### src/rtl/stuff_or_data_mc_if.sv
// Beat, configuration and slot-flag signals of the multi-channel stuff/data slot generator.
// The master drives beats and config writes; the slave (the generator) returns per-beat flags.
interface stuff_or_data_mc_if #(
    parameter int MPT_W = 8,
    parameter int CH_N  = 4,
    parameter int CH_W  = (CH_N > 1) ? $clog2(CH_N) : 1
);
    logic             valid_in;
    logic             sof;
    logic [CH_W-1:0]  ch_id;
    logic             cfg_we;
    logic [CH_W-1:0]  cfg_ch;
    logic [MPT_W-1:0] cfg_pm;
    logic [MPT_W-1:0] cfg_cm;
    logic             valid_out;
    logic             sof_out;
    logic [CH_W-1:0]  ch_out;
    logic             ds;
    logic             eof_out;
    logic             err_sof_early;
    logic             err_sof_late;
    logic             input_err;

    modport master (
        output valid_in, sof, ch_id, cfg_we, cfg_ch, cfg_pm, cfg_cm,
        input  valid_out, sof_out, ch_out, ds, eof_out, err_sof_early, err_sof_late, input_err
    );

    modport slave (
        input  valid_in, sof, ch_id, cfg_we, cfg_ch, cfg_pm, cfg_cm,
        output valid_out, sof_out, ch_out, ds, eof_out, err_sof_early, err_sof_late, input_err
    );
endinterface

### src/rtl/stuff_or_data_mc.sv
// Multi-channel stuff/data slot generator: per channel, cm of every pm beats are flagged as
// data, spread evenly with a modulo accumulator; config is double-buffered and applied at sof.
module stuff_or_data_mc #(
    parameter int MPT_W = 8,
    parameter int CH_N  = 4,
    parameter int CH_W  = (CH_N > 1) ? $clog2(CH_N) : 1
) (
    input  logic              clk,
    input  logic              rst,
    stuff_or_data_mc_if.slave bus
);
    typedef enum logic {
        ST_IDLE = 1'b0,
        ST_RUN  = 1'b1
    } ch_state_t;

    ch_state_t        r_state  [CH_N];
    logic [MPT_W-1:0] r_cnt    [CH_N];
    logic [MPT_W-1:0] r_acc    [CH_N];
    logic [MPT_W-1:0] r_sh_pm  [CH_N];
    logic [MPT_W-1:0] r_sh_cm  [CH_N];
    logic             r_sh_vld [CH_N];
    logic [MPT_W-1:0] r_act_pm [CH_N];
    logic [MPT_W-1:0] r_act_cm [CH_N];

    logic             w_ch_ok;
    logic             w_cfg_ok;
    ch_state_t        w_state_nxt;
    logic [MPT_W-1:0] w_cnt_nxt;
    logic [MPT_W-1:0] w_acc_nxt;
    logic [MPT_W-1:0] w_pm_nxt;
    logic [MPT_W-1:0] w_cm_nxt;
    logic [MPT_W:0]   w_sum;
    logic             w_upd;
    logic             w_ds;
    logic             w_eof;
    logic             w_early;
    logic             w_late;
    logic             w_beat_err;

    assign w_ch_ok  = int'(bus.ch_id) < CH_N;
    assign w_cfg_ok = (int'(bus.cfg_ch) < CH_N) && (bus.cfg_pm >= MPT_W'(2)) &&
                      (bus.cfg_cm != '0) && (bus.cfg_cm <= bus.cfg_pm);

    // Next state of the addressed channel; a sof restarts the accumulator from the shadow config.
    always_comb begin
        // NOTE: every output of this block gets a default first so no path infers a latch.
        w_state_nxt = r_state[bus.ch_id];
        w_cnt_nxt   = r_cnt[bus.ch_id];
        w_acc_nxt   = r_acc[bus.ch_id];
        w_pm_nxt    = r_act_pm[bus.ch_id];
        w_cm_nxt    = r_act_cm[bus.ch_id];
        w_sum       = '0;
        w_upd       = 1'b0;
        w_ds        = 1'b0;
        w_eof       = 1'b0;
        w_early     = 1'b0;
        w_late      = 1'b0;
        w_beat_err  = 1'b0;
        if (bus.valid_in) begin
            if (!w_ch_ok) begin
                w_beat_err = 1'b1;
            end else if (bus.sof) begin
                if (!r_sh_vld[bus.ch_id]) begin
                    w_beat_err = 1'b1;
                end else begin
                    w_upd       = 1'b1;
                    w_early     = (r_state[bus.ch_id] == ST_RUN);
                    w_pm_nxt    = r_sh_pm[bus.ch_id];
                    w_cm_nxt    = r_sh_cm[bus.ch_id];
                    w_sum       = {1'b0, r_sh_cm[bus.ch_id]};
                    w_cnt_nxt   = MPT_W'(1);
                    w_state_nxt = ST_RUN;
                end
            end else if (r_state[bus.ch_id] == ST_RUN) begin
                w_upd     = 1'b1;
                w_sum     = {1'b0, r_acc[bus.ch_id]} + {1'b0, r_act_cm[bus.ch_id]};
                w_cnt_nxt = r_cnt[bus.ch_id] + 1'b1;
            end else begin
                w_late = 1'b1;
            end

            if (w_upd) begin
                w_ds      = (w_sum >= {1'b0, w_pm_nxt});
                w_acc_nxt = w_ds ? MPT_W'(w_sum - {1'b0, w_pm_nxt}) : w_sum[MPT_W-1:0];
                if (w_cnt_nxt == w_pm_nxt) begin
                    w_eof       = 1'b1;
                    w_state_nxt = ST_IDLE;
                    w_acc_nxt   = '0;
                end
            end
        end
    end

    always_ff @(posedge clk) begin
        if (rst) begin
            // NOTE: the per-channel arrays are reset because every channel must start IDLE with
            // invalid config; they are small register files, not RAM.
            for (int i = 0; i < CH_N; i++) begin
                r_state[i]  <= ST_IDLE;
                r_cnt[i]    <= '0;
                r_acc[i]    <= '0;
                r_sh_pm[i]  <= '0;
                r_sh_cm[i]  <= '0;
                r_sh_vld[i] <= 1'b0;
                r_act_pm[i] <= '0;
                r_act_cm[i] <= '0;
            end
            bus.valid_out     <= 1'b0;
            bus.sof_out       <= 1'b0;
            bus.ch_out        <= '0;
            bus.ds            <= 1'b0;
            bus.eof_out       <= 1'b0;
            bus.err_sof_early <= 1'b0;
            bus.err_sof_late  <= 1'b0;
            bus.input_err     <= 1'b0;
        end else begin
            // NOTE: non-blocking assignments so all state updates land together at the edge.
            bus.valid_out     <= bus.valid_in;
            bus.sof_out       <= bus.valid_in & bus.sof;
            bus.ch_out        <= bus.ch_id;
            bus.ds            <= w_ds;
            bus.eof_out       <= w_eof;
            bus.err_sof_early <= w_early;
            bus.err_sof_late  <= w_late;
            bus.input_err     <= w_beat_err | (bus.cfg_we & ~w_cfg_ok);

            if (bus.cfg_we && w_cfg_ok) begin
                r_sh_pm[bus.cfg_ch]  <= bus.cfg_pm;
                r_sh_cm[bus.cfg_ch]  <= bus.cfg_cm;
                r_sh_vld[bus.cfg_ch] <= 1'b1;
            end

            if (w_upd) begin
                r_state[bus.ch_id]  <= w_state_nxt;
                r_cnt[bus.ch_id]    <= w_cnt_nxt;
                r_acc[bus.ch_id]    <= w_acc_nxt;
                r_act_pm[bus.ch_id] <= w_pm_nxt;
                r_act_cm[bus.ch_id] <= w_cm_nxt;
            end
        end
    end
endmodule

### src/flat_wrapper.sv
// flat-port wrapper written by rule: the top's interface ports become plain ports
module stuff_or_data_mc_flat 
#(
    parameter int MPT_W = 8,
    parameter int CH_N  = 4,
    parameter int CH_W  = (CH_N > 1) ? $clog2(CH_N) : 1
)
  (clk, rst, bus_valid_in, bus_sof, bus_ch_id, bus_cfg_we, bus_cfg_ch, bus_cfg_pm, bus_cfg_cm, bus_valid_out, bus_sof_out, bus_ch_out, bus_ds, bus_eof_out, bus_err_sof_early, bus_err_sof_late, bus_input_err);
  stuff_or_data_mc_if #(.MPT_W(MPT_W), .CH_N(CH_N), .CH_W(CH_W)) bus_i ();
  input  logic clk;
  input  logic rst;
  input wire logic [$bits(bus_i.valid_in)-1:0] bus_valid_in;
  input wire logic [$bits(bus_i.sof)-1:0] bus_sof;
  input wire logic [$bits(bus_i.ch_id)-1:0] bus_ch_id;
  input wire logic [$bits(bus_i.cfg_we)-1:0] bus_cfg_we;
  input wire logic [$bits(bus_i.cfg_ch)-1:0] bus_cfg_ch;
  input wire logic [$bits(bus_i.cfg_pm)-1:0] bus_cfg_pm;
  input wire logic [$bits(bus_i.cfg_cm)-1:0] bus_cfg_cm;
  output wire logic [$bits(bus_i.valid_out)-1:0] bus_valid_out;
  output wire logic [$bits(bus_i.sof_out)-1:0] bus_sof_out;
  output wire logic [$bits(bus_i.ch_out)-1:0] bus_ch_out;
  output wire logic [$bits(bus_i.ds)-1:0] bus_ds;
  output wire logic [$bits(bus_i.eof_out)-1:0] bus_eof_out;
  output wire logic [$bits(bus_i.err_sof_early)-1:0] bus_err_sof_early;
  output wire logic [$bits(bus_i.err_sof_late)-1:0] bus_err_sof_late;
  output wire logic [$bits(bus_i.input_err)-1:0] bus_input_err;
  assign bus_i.valid_in = bus_valid_in;
  assign bus_i.sof = bus_sof;
  assign bus_i.ch_id = bus_ch_id;
  assign bus_i.cfg_we = bus_cfg_we;
  assign bus_i.cfg_ch = bus_cfg_ch;
  assign bus_i.cfg_pm = bus_cfg_pm;
  assign bus_i.cfg_cm = bus_cfg_cm;
  assign bus_valid_out = bus_i.valid_out;
  assign bus_sof_out = bus_i.sof_out;
  assign bus_ch_out = bus_i.ch_out;
  assign bus_ds = bus_i.ds;
  assign bus_eof_out = bus_i.eof_out;
  assign bus_err_sof_early = bus_i.err_sof_early;
  assign bus_err_sof_late = bus_i.err_sof_late;
  assign bus_input_err = bus_i.input_err;
  stuff_or_data_mc #(.MPT_W(MPT_W), .CH_N(CH_N), .CH_W(CH_W)) u_core (.clk(clk), .rst(rst), .bus(bus_i));
endmodule
### config.mk
export PLATFORM = sky130hd
export DESIGN_NAME = stuff_or_data_mc_flat
export DESIGN_NICKNAME = d
export VERILOG_FILES = /design/src/rtl/stuff_or_data_mc_if.sv /design/src/rtl/stuff_or_data_mc.sv /design/src/flat_wrapper.sv
export SDC_FILE = /design/constraint.sdc
export NUM_CORES = 1
export LEC_CHECK = 0
export ABC_CLOCK_PERIOD_IN_PS = 9500
export BUFFER_PORTS_ARGS = -buffer_cell sky130_fd_sc_hd__buf_2
export CAP_MARGIN = 20
export CORE_MARGIN = 2
export CORE_UTILIZATION = 55
export DETAILED_ROUTE_END_ITERATION = 12
export GPL_TIMING_DRIVEN = 0
export PLACE_DENSITY = 0.72
export REMOVE_ABC_BUFFERS = 1
export SKIP_CTS_REPAIR_TIMING = 1
export SLEW_MARGIN = 30
export SYNTH_ARGS = -nofsm -noshare
export SYNTH_HDL_FRONTEND = slang
export SYNTH_SLANG_ARGS = --single-unit
### constraint.sdc
create_clock -name clk -period 9.5 [get_ports clk]
set_clock_uncertainty 0.15 [all_clocks]
set_input_delay 1.9 -clock clk [delete_from_list [all_inputs] [get_ports clk]]
set_output_delay 1.9 -clock clk [all_outputs]
set_load 0.1 [all_outputs]
=== Word-level counts from Yosys, hierarchy flattened ===
Memories as Yosys holds them, arrays and structs flattened.
Index checks and enable logic that the tools add are counted.
Widths: inputs -> output; s select.

* Add/sub/neg operators: 3
* Equal/unequal tests: 1
* Magnitude comparators: 3
* Bitwise gates (word level): 8
* Multiplexer cells: 67
* Reductions and logical operators: 15

{| class="wikitable"
|+ Operators by type and width
! operator !! count
|-
| $mux 8 || 23
|-
| $reduce_or 8->1 || 6
|-
| $mux 1 || 33
|-
| $mux 9 || 3
|-
| $mux 2 || 8
|-
| $add 8x8->9 || 1
|-
| $ge 9x8->1 || 1
|-
| $add 8x1->8 const B || 1
|-
| $eq 8x8->1 || 1
|-
| $ge 8x2->1 const B || 1
|-
| $le 8x8->1 || 1
|-
| $reduce_bool 8->1 || 1
|-
| $sub 8x8->8 || 1
|-
| $reduce_or 3->1 || 2
|-
| $not 1->1 || 5
|-
| $reduce_or 4->1 || 1
|-
| $logic_and 1x1->1 || 3
|-
| $and 1x1->1 || 2
|-
| $reduce_or 1->1 || 2
|-
| $or 1x1->1 || 1
|}

* Input port bits: 25
* Output and inout port bits: 9
* Memories kept: 8
* Memory bits (writable): 200
* Logic and storage cells: 113
* Bits in registers: 9

{| class="wikitable"
|+ Memory list
! name !! depth !! bits a word !! read ports !! clocked after Yosys merged registers in !! write ports !! line !! text
|-
| u_core.r_acc || 4 || 8 || 1 || 0 || 4 || stuff_or_data_mc.sv:19 || <nowiki>logic [MPT_W-1:0] r_acc [CH_N];</nowiki>
|-
| u_core.r_act_cm || 4 || 8 || 1 || 0 || 4 || stuff_or_data_mc.sv:24 || <nowiki>logic [MPT_W-1:0] r_act_cm [CH_N];</nowiki>
|-
| u_core.r_act_pm || 4 || 8 || 1 || 0 || 4 || stuff_or_data_mc.sv:23 || <nowiki>logic [MPT_W-1:0] r_act_pm [CH_N];</nowiki>
|-
| u_core.r_cnt || 4 || 8 || 1 || 0 || 4 || stuff_or_data_mc.sv:18 || <nowiki>logic [MPT_W-1:0] r_cnt [CH_N];</nowiki>
|-
| u_core.r_sh_cm || 4 || 8 || 1 || 0 || 4 || stuff_or_data_mc.sv:21 || <nowiki>logic [MPT_W-1:0] r_sh_cm [CH_N];</nowiki>
|-
| u_core.r_sh_pm || 4 || 8 || 1 || 0 || 4 || stuff_or_data_mc.sv:20 || <nowiki>logic [MPT_W-1:0] r_sh_pm [CH_N];</nowiki>
|-
| +2 memories || -- || -- || -- || -- || -- || -- ||
|}

=== Depth between registers and ports, before layout ===
Gate-level depths: netlist of run 1.
An unclocked memory read counts as a cell.

* Depth after elaboration: 11
* Depth in mapped cells: 26
* Depth with buffers taken out: 18

=== Worst setup path before layout of run 1 ===
OpenSTA, ideal clock, no wires.

* Path type: input-to-reg
* From: input port bus_ch_id[0]
* To: memory u_core.r_acc[2][0] (data pin)
* Path buffers: 8
* Stages: 24
* Setup slack: 2.086 ns
* Arrival: 7.107 ns
* Path through: buf_6 buf_6 buf_2 buf_2 buf_2 buf_2 buf_2 mux4_2 ha_1 a21o_1 a21oi_1 o21ai_0 a31oi_1 xor2_1 o21ai_0 ha_1 nand4_1 o21bai_1 o21bai_1 o41a_1 nand2b_1 clkbuf_1 mux2_2 nor3_1

{| class="wikitable"
|+ RTL lines
! item !! line !! text
|-
| start: declaration || flat_wrapper.sv:14 || <nowiki>input wire logic [$bits(bus_i.ch_id)-1:0] bus_ch_id;</nowiki>
|-
| end: declaration || stuff_or_data_mc.sv:19 ||
|}

==> impl_metrics.env, run 1 <==
export IMPL_status="finished clean"
export IMPL_dr_pass1_iters=5
export IMPL_synthTopCellsByArea="edfxtp_1, mux4_2, and2_1"
export IMPL_place_ws_ns=2.72
export IMPL_use_met2_pct=40.2
export IMPL_critPathCaptureType="flip-flop"
export IMPL_crit_slowest_cell="mux4_2"
export IMPL_yosysSeqAreaShare_pct=59.6
export IMPL_drtIter0Drc=578
export IMPL_routed_wl_microns=22500
export IMPL_setup_viol=0
export IMPL_placed_cells=983
export IMPL_dieArea_sq_um=20000
export IMPL_powerDensity_nw_per_um2=202
export IMPL_crit_arrival_ns=6.23
export IMPL_synth_cell_type_count=58
export IMPL_crit_required_ns=9.58
export IMPL_synth_top_area_share_pct=57.9
export IMPL_maxCapViolCount=0
export IMPL_area_growth_pct=12.3
export IMPL_diodes=0
export IMPL_grt_use_met1_pct=32.2
export IMPL_crit_path_max_fanout=35
export IMPL_overflow=0
export IMPL_met3_usage_pct=3.68
export IMPL_rsz0062_at_grt="no"
export IMPL_period_minus_slack_ns=6.16
export IMPL_chipHeight_microns=141
export IMPL_grt_busiest_layer="met2"
export IMPL_vias_per_cell=6.12
export IMPL_synth_most_common_cell="edfxtp_1"
export IMPL_grt_use_total_pct=23.5
export IMPL_die_x_microns=141
export IMPL_clkSinkCount=209
export IMPL_port_buffers=33
export IMPL_drt_wirelength_per_cell_microns=21.9
export IMPL_async_flop_share_pct=0
export IMPL_nets=826
export IMPL_ys_ff_latch=209
export IMPL_ys_warn_count=0
export IMPL_finalCritPeriodShare_pct=64.8
export IMPL_cts_tree="built"
export IMPL_antenna_found_initial=0
export IMPL_placed_area_sq_um=10900
export IMPL_fin_cells=1025
export IMPL_core_area_sq_um=18600
export IMPL_hp_class="flip-flop to flip-flop"
export IMPL_final_hold_viol_count=0
export IMPL_globalplace_congestion=0.849
export IMPL_tns_ns=0
export IMPL_grt_pass1_wl_microns=36000
export IMPL_cts_buffers=23
export IMPL_tightest_slew_ns=0.876
export IMPL_syn_area_sq_um=10400
export IMPL_postSynthAreaPerCell_sq_um=13.9
export IMPL_grt_pass1_vias=6416
export IMPL_fin_area_sq_um=11600
export IMPL_drive_gt1_share_pct=20.6
export IMPL_cts_htree_levels=1
export IMPL_ctsLongestPathBuffers=3
export IMPL_synth_ff_type="edfxtp_1"
export IMPL_hold_slack_ns=0.532
export IMPL_p_leak_nw=4.36
export IMPL_power_mw=2.35
export IMPL_yosysTopAreaCell="edfxtp_1"
export IMPL_dp_hpwl_microns=14200
export IMPL_insertion_delay_ns=0.51
export IMPL_cts_clk_slew_worst_paths_ns=0.06
export IMPL_cp_cell_sequence="buf_6, buf_16, mux4_2, ha_1, nor3_1, nor2_1, a31oi_1, xor2_1, o21ai_0, ha_1, nand4_1, o21bai_1, o21bai_1, o41a_1, nand2b_1, mux2i_1, nor3_1"
export IMPL_start_util_pct=55.8
export IMPL_root_buffer="clkbuf_16"
export IMPL_report_final_slew_viol_count=0
export IMPL_synth_edff_count=200
export IMPL_finalWorstSetupSlack_ns=3.34
export IMPL_yosys_top_cells_count="edfxtp_1, nor2_1, and2_1, mux4_2, nor3_1"
export IMPL_ant_nets=0
export IMPL_start_kind="input port"
export IMPL_rows=50
export IMPL_ir_drop_mv=0.164
export IMPL_io_pins=34
export IMPL_final_core_util_pct=62.7
export IMPL_fmax_mhz=162
export IMPL_netlist_instances=748
export IMPL_path_class="input port to flip-flop"
export IMPL_max_slew_margin_rel_pct=41.6
export IMPL_grt_max_degree=36
export IMPL_vias=6273
export IMPL_cpPeakStageDelay_ns=0.59
export IMPL_drc=0
-- routing by layer --
| metal | part of all wire [%] | vias up | wire length, microns |
|---|---|---|---|
| li1 | - | 2849 | - |
| met1 | 42 | 3164 | 9330 |
| met2 | 50 | 228 | 11300 |
| met3 | 6.8 | 32 | 1520 |
| met4 | 1.4 | 0 | 321 |
| met5 | 0 | - | 0 |
-- where the power goes --
group	internal, mW	leakage, nW	switching [mW]
registers	1.07	2.10	0.0141
clock network	0.574	0.387	0.347
logic	0.135	1.87	0.217
-- flip-flops by register name, summed over array words and instances, names as in the netlist, 2 cells and up --
signal             flops
u_core.r_act_cm       32
u_core.r_sh_cm        32
u_core.r_cnt          32
u_core.bus.ch_out      2
u_core.r_acc          32
u_core.r_sh_vld        4
u_core.r_sh_pm        32
u_core.r_act_pm       32
u_core.r_state         4
-- kinds of logic (layout without fill, tap and decap cells) --
kind of cell	after synthesis	count (layout)	synth area share, %
fa+ha+maj	27	27	3.40
simple gates	286	286	14.1
buf+inv	62	105	2.75
flops	209	209	59.6
mux	87	87	14.5
compound gates	53	53	3.67
xor+xnor	24	24	2.03
-- worst paths after layout --
check / end / startpoint / depth (start not counted) / slack [ns]
max: u_core.r_acc[2][3] / bus_ch_id[0] / 17 / 3.34
min reg2reg: u_core.r_act_pm[0][7] / u_core.r_act_pm[0][7] / 2 / 0.53
max reg2reg: u_core.r_acc[2][3] / u_core.r_act_cm[2][1] / 16 / 4.81
min: u_core.r_act_pm[0][7] / u_core.r_act_pm[0][7] / 2 / 0.53
-- critical path, delay by kind of cell --
kind            cells  cell delay, ns
simple gates        5            0.88
fa+ha+maj           2            0.75
compound gates      5            0.86
xor+xnor            1            0.17
mux                 2            1.04
buf+inv             2            0.60
-- final cells by class --
cell class | count | area (sq um)
multi-input combinational | 477 | 3970
tap | 234 | 293
timing repair buffer | 45 | 347
clock inverter | 13 | 161
sequential | 209 | 6190
clock buffer | 29 | 628
inverter | 18 | 67.6
fill | 1358 | 6930
-- layout by cell type (no fill, tap or decap), types with 12 or more instances in the layout --
| cell | instances |
|---|---|
| mux4_2 | 49 |
| nor2_1 | 110 |
| nand2_1 | 24 |
| inv_1 | 18 |
| edfxtp_1 | 200 |
| mux2i_1 | 26 |
| buf_2 | 33 |
| a21oi_1 | 12 |
| clkbuf_16 | 23 |
| xor2_1 | 14 |
| and2_1 | 65 |
| nor3_1 | 33 |
| ha_1 | 25 |
No activity file was read; power rests on OpenSTA's default activity.
==> run 2: changes to the inputs <==
Settings changed: ABC_CLOCK_PERIOD_IN_PS 9500 to 5540, PLACE_DENSITY 0.72 to 0.75.
Clock period 9.5 ns to 5.54 ns, I/O delays scaled along.
==> run 2 against run 1 <==
  * Critical path depth rose by 1
  * Worst setup slack worse by 3.0 ns
  * Global-route usage fell by 0.51 points
  * Largest power group unchanged
==> impl_metrics.env, run 2 (synthesized netlist as in run 1, its figures left out) <==
export IMPL_status="finished clean"
export IMPL_p_seq_share_pct=48.0
export IMPL_ant_nets=0
export IMPL_powerDensity_nw_per_um2=332
export IMPL_cts_tree="built"
export IMPL_diodes=0
export IMPL_internal_power_mw=2.87
export IMPL_insertion_delay_ns=0.50
export IMPL_nets=830
export IMPL_vias_per_cell=6.11
export IMPL_antenna_found_initial=0
export IMPL_dp_hpwl_microns=14000
export IMPL_maxCapViolCount=0
export IMPL_overflow=0
export IMPL_regArea_sq_um=6190
export IMPL_start_util_pct=55.8
export IMPL_cp_cell_sequence="buf_16, buf_16, mux4_2, ha_1, a21o_1, a21oi_2, o21ai_0, a31oi_2, xor2_1, o21ai_0, ha_1, nand4_1, o21bai_1, o21bai_1, o41a_1, nand2b_4, mux2i_1, nor3_1"
export IMPL_rows=50
export IMPL_final_core_util_pct=62.6
export IMPL_port_buffers=33
export IMPL_io_pins=34
export IMPL_switchingPower_mw=0.988
export IMPL_chipHeight_microns=141
export IMPL_ir_drop_mv=0.230
export IMPL_root_buffer="clkbuf_16"
export IMPL_ctsLongestPathBuffers=3
export IMPL_reg2reg_slack_ns=1.06
export IMPL_crit_path_max_fanout=33
export IMPL_cts_buffers=22
export IMPL_final_hold_viol_count=0
export IMPL_core_area_sq_um=18600
export IMPL_finalCritPeriodShare_pct=93.0
export IMPL_final_cell_mix="edfxtp_1, nor2_1, and2_1"
export IMPL_setup_viol=0
export IMPL_report_final_slew_viol_count=0
export IMPL_drc=0
export IMPL_critPathCaptureType="flip-flop"
export IMPL_dr_pass1_iters=8
export IMPL_power_mw=3.86
export IMPL_grt_max_degree=35
export IMPL_globalplace_congestion=0.834
export IMPL_dieArea_sq_um=20000
export IMPL_drtIter0Drc=533
export IMPL_hp_class="flip-flop to flip-flop"
export IMPL_multi_input_area_sq_um=3990
export IMPL_placed_area_sq_um=10800
export IMPL_layout_commonest_cell="edfxtp_1"
export IMPL_crit_arrival_ns=5.22
export IMPL_fmax_mhz=194
export IMPL_placed_cells=982
export IMPL_grt_use_total_pct=23.0
export IMPL_cts_htree_levels=1
export IMPL_vias=6282
export IMPL_crit_slowest_cell="mux4_2"
export IMPL_fin_area_sq_um=11600
export IMPL_p_leak_nw=4.34
export IMPL_max_slew_margin_rel_pct=31.9
export IMPL_drive_gt1_share_pct=21.5
export IMPL_crit_buf_inv=2
export IMPL_pwr_share_clk_pct=36.0
export IMPL_crit_family="compound AO/OA/AOI/OAI gates"
export IMPL_grt_pass1_vias=6523
export IMPL_die_x_microns=141
export IMPL_clkSinkCount=209
export IMPL_power_frac_comb_pct=16.0
export IMPL_final_fill_count=1362
export IMPL_fin_cells=1028
export IMPL_grt_pass1_wl_microns=35200
export IMPL_drt_wirelength_per_cell_microns=21.7
export IMPL_tightest_slew_ns=1.02
export IMPL_rsz0062_at_grt="no"
export IMPL_cts_clk_slew_worst_paths_ns=0.06
export IMPL_period_minus_slack_ns=5.15
export IMPL_cpPeakStageDelay_ns=0.54
export IMPL_path_class="input port to flip-flop"
export IMPL_crit_required_ns=5.60
export IMPL_hold_slack_ns=0.493
export IMPL_swShare_pct=25.6
export IMPL_area_growth_pct=12.1
export IMPL_routed_wl_microns=22300
export IMPL_start_kind="input port"
==> run 2: layer usage <==
layer | routed length (microns) | global-route usage, %
met1 | 9490 | 31.4
met2 | 11000 | 39.3
met3 | 1340 | 3.21
met5 | 0 | 0
met4 | 461 | 6.00
==> run 2: path summary, 6_finish.rpt <==
kind / cells past startpoint / from / to
setup reg to reg: 16 / u_core.r_act_cm[3][1] / u_core.r_acc[2][6]
hold reg to reg: 2 / u_core.r_sh_pm[2][7] / u_core.r_act_pm[2][7]
hold / removal: 2 / u_core.r_sh_pm[2][7] / u_core.r_act_pm[2][7]
setup / recovery: 18 / bus_ch_id[0] / u_core.r_acc[2][6]
==> run 2: worst register-to-register path: stages (launching register included) <==
cell,delay (ns)
edfxtp_1,0.36
mux4_2,0.51
ha_1,0.31
a21o_1,0.17
a21oi_2,0.22
o21ai_0,0.16
a31oi_2,0.24
xor2_1,0.19
o21ai_0,0.15
ha_1,0.36
nand4_1,0.12
o21bai_1,0.19
o21bai_1,0.13
o41a_1,0.22
nand2b_4,0.24
mux2i_1,0.37
nor3_1,0.10
==> run 2: power by group through the flow <==
stage	Combinational [mW]	Sequential (mW)	Clock, mW
2_1_floorplan	0.399	1.90	0
3_3_place_gp	0.567	1.88	0
3_5_place_dp	0.592	1.89	0
4_1_cts	0.596	1.85	1.40
5_1_grt	0.673	1.86	1.46
6_report	0.620	1.85	1.39
==> run 2: stage by stage <==
step | TNS, ns | setup WS (ns)
3_3_place_gp | -1346.33 | -6.16
6_report | 0 | 0.385
2_1_floorplan | -65.33 | -0.764
4_1_cts | -5.59 | -0.251
3_5_place_dp | -23.94 | -0.699
5_1_grt | 0 | 0.0696
==> run 2: layout make-up <==
cell class,count,area share [%]
clock buffer,28,5.11
clock inverter,12,0.689
inverter,18,0.581
multi-input combinational,477,34.3
sequential,209,53.2
tap,234,2.52
timing repair buffer,50,3.56
==> run 3: changes to the inputs <==
Settings changed: RECOVER_POWER set to 100.
==> run 3 against run 2 <==
  * The flow now finishes with violations (max-capacitance violations, max-slew violations)
  * Flip-flop and latch count is the same
  * Sequential share of layout area grew 0.52 points
  * Count of clock-buffer cells in the layout did not move
  * Via count down 0.35%
  * Non-clock buffer count unchanged
  * Register-to-register slack worse by 0.05 ns
  * Final cell count stayed put
  * Worst setup slack lost 0.053 ns
  * Core utilization fell by 0.61 points
  * Combinational power fell by 3%
  * Critical path depth is 9 lower
  * First-iteration DRC count shrank 4.1%
  * Largest power group unchanged
==> impl_metrics.env, run 3 (synthesized netlist as in run 1, its figures left out) <==
export IMPL_grt_pass1_vias=6523
export IMPL_globalplace_congestion=0.834
export IMPL_p_seq_share_pct=48.2
export IMPL_io_pins=34
export IMPL_placed_cells=982
export IMPL_grt_pass1_wl_microns=35200
export IMPL_placed_area_sq_um=10800
export IMPL_swShare_pct=25.5
export IMPL_tns_ns=0
export IMPL_vias=6260
export IMPL_violations="max-capacitance violations, max-slew violations"
export IMPL_power_frac_comb_pct=15.7
export IMPL_grt_use_total_pct=23.0
export IMPL_dieArea_sq_um=20000
export IMPL_place_ws_ns=-0.699
export IMPL_drt_wirelength_per_cell_microns=21.8
export IMPL_status="finished with violations"
export IMPL_crit_arrival_ns=5.24
export IMPL_drc=0
export IMPL_cts_htree_levels=1
export IMPL_root_buffer="clkbuf_16"
export IMPL_antenna_found_initial=0
export IMPL_final_cell_mix="edfxtp_1, nor2_1, mux4_2"
export IMPL_crit_start="bus_ch_id[0]"
export IMPL_internal_power_mw=2.86
export IMPL_ctsLongestPathBuffers=3
export IMPL_routed_wl_microns=22400
export IMPL_finalCritPeriodShare_pct=94.0
export IMPL_power_mw=3.85
export IMPL_grt_max_degree=35
export IMPL_critPathCaptureType="flip-flop"
export IMPL_start_util_pct=55.8
export IMPL_layout_commonest_cell="edfxtp_1"
export IMPL_dr_pass1_iters=5
export IMPL_switchingPower_mw=0.981
export IMPL_overflow=0
export IMPL_fin_cells=1028
export IMPL_cts_tree="built"
export IMPL_regArea_sq_um=6190
export IMPL_drive_gt1_share_pct=17.9
export IMPL_chipHeight_microns=141
export IMPL_diodes=0
export IMPL_hp_class="flip-flop to flip-flop"
export IMPL_timing_rr_start="u_core.r_act_cm[3][1]"
export IMPL_ir_drop_mv=0.229
export IMPL_pwr_share_clk_pct=36.1
export IMPL_worstRegToRegCells=16
export IMPL_crit_required_ns=5.57
export IMPL_cts_buffers=22
export IMPL_period_minus_slack_ns=5.21
export IMPL_dp_hpwl_microns=14000
export IMPL_tightest_slew_ns=2.05
export IMPL_fmax_mhz=192
export IMPL_clkSinkCount=209
export IMPL_multi_input_area_sq_um=3940
export IMPL_die_x_microns=141
export IMPL_finalWorstSetupSlack_ns=0.332
export IMPL_area_growth_pct=11.0
export IMPL_ant_nets=0
export IMPL_max_slew_margin_rel_pct=-36.8
export IMPL_maxCapViolCount=2
export IMPL_rows=50
export IMPL_hp_start="u_core.r_sh_pm[2][7]"
export IMPL_drtIter0Drc=511
export IMPL_hold_slack_ns=0.499
export IMPL_vias_per_cell=6.09
export IMPL_whs_path_depth=2
export IMPL_nets=830
export IMPL_report_final_slew_viol_count=59
export IMPL_crit_path_max_fanout=33
export IMPL_path_class="input port to flip-flop"
export IMPL_rsz0062_at_grt="no"
export IMPL_insertion_delay_ns=0.50
export IMPL_cts_clk_slew_worst_paths_ns=0.06
export IMPL_start_kind="input port"
export IMPL_final_fill_count=1389
export IMPL_port_buffers=33
export IMPL_final_core_util_pct=61.9
export IMPL_powerDensity_nw_per_um2=334
export IMPL_core_area_sq_um=18600
export IMPL_p_leak_nw=4.20
export IMPL_setup_viol=0
export IMPL_final_hold_viol_count=0
export IMPL_fin_area_sq_um=11500
==> run 3: cell count changes in the layout (fill, tap and decap cells not counted), moves of 3 or more <==
cell	before	now
or2_2	4	1
and2_1	66	25
nor3_2	5	2
buf_4	10	7
buf_2	32	20
or2_1	1	4
clkbuf_1	5	21
and2_0	0	41
nor3_1	33	36
==> run 3: routing by layer <==
layer	vias to the layer above	wire (microns)	share of wire (%)	global-route usage [%]
met2	217	11100	50	39.3
met4	0	456	2.0	6.00
met3	42	1260	5.6	3.21
li1	2847	-	-	-
met5	-	0	0	0
met1	3154	9580	43	31.4
==> run 3: power by group through the flow <==
stage / combinational [mW] / sequential [mW] / clock (mW)
2_1_floorplan: 0.399 / 1.90 / 0
3_3_place_gp: 0.567 / 1.88 / 0
3_5_place_dp: 0.592 / 1.89 / 0
4_1_cts: 0.596 / 1.85 / 1.40
5_1_grt: 0.658 / 1.86 / 1.46
6_report: 0.604 / 1.85 / 1.39
==> run 3: worst paths after layout <==
| check | endpoint | slack, ns |
|---|---|---|
| min | u_core.r_act_pm[2][7] | 0.50 |
| min reg2reg | u_core.r_act_pm[2][7] | 0.50 |
| max reg2reg | u_core.r_acc[0][4] | 1.01 |
| max | u_core.r_acc[0][4] | 0.33 |
==> run 3: critical path: stages <==
cell and delay [ns]:
buf_16 0.20, buf_16 0.18, buf_4 0.18, mux4_2 0.62, and2_1 0.50, o21ai_4 0.73, or3_2 0.41, clkbuf_1 1.13
nor3_1 0.14
==> run 3: layout make-up <==
type,count,share of cell area (%)
sequential,209,53.7
multi-input combinational,477,34.2
inverter,18,0.587
clock inverter,12,0.696
tap,234,2.54
clock buffer,28,5.16
timing repair buffer,50,3.05
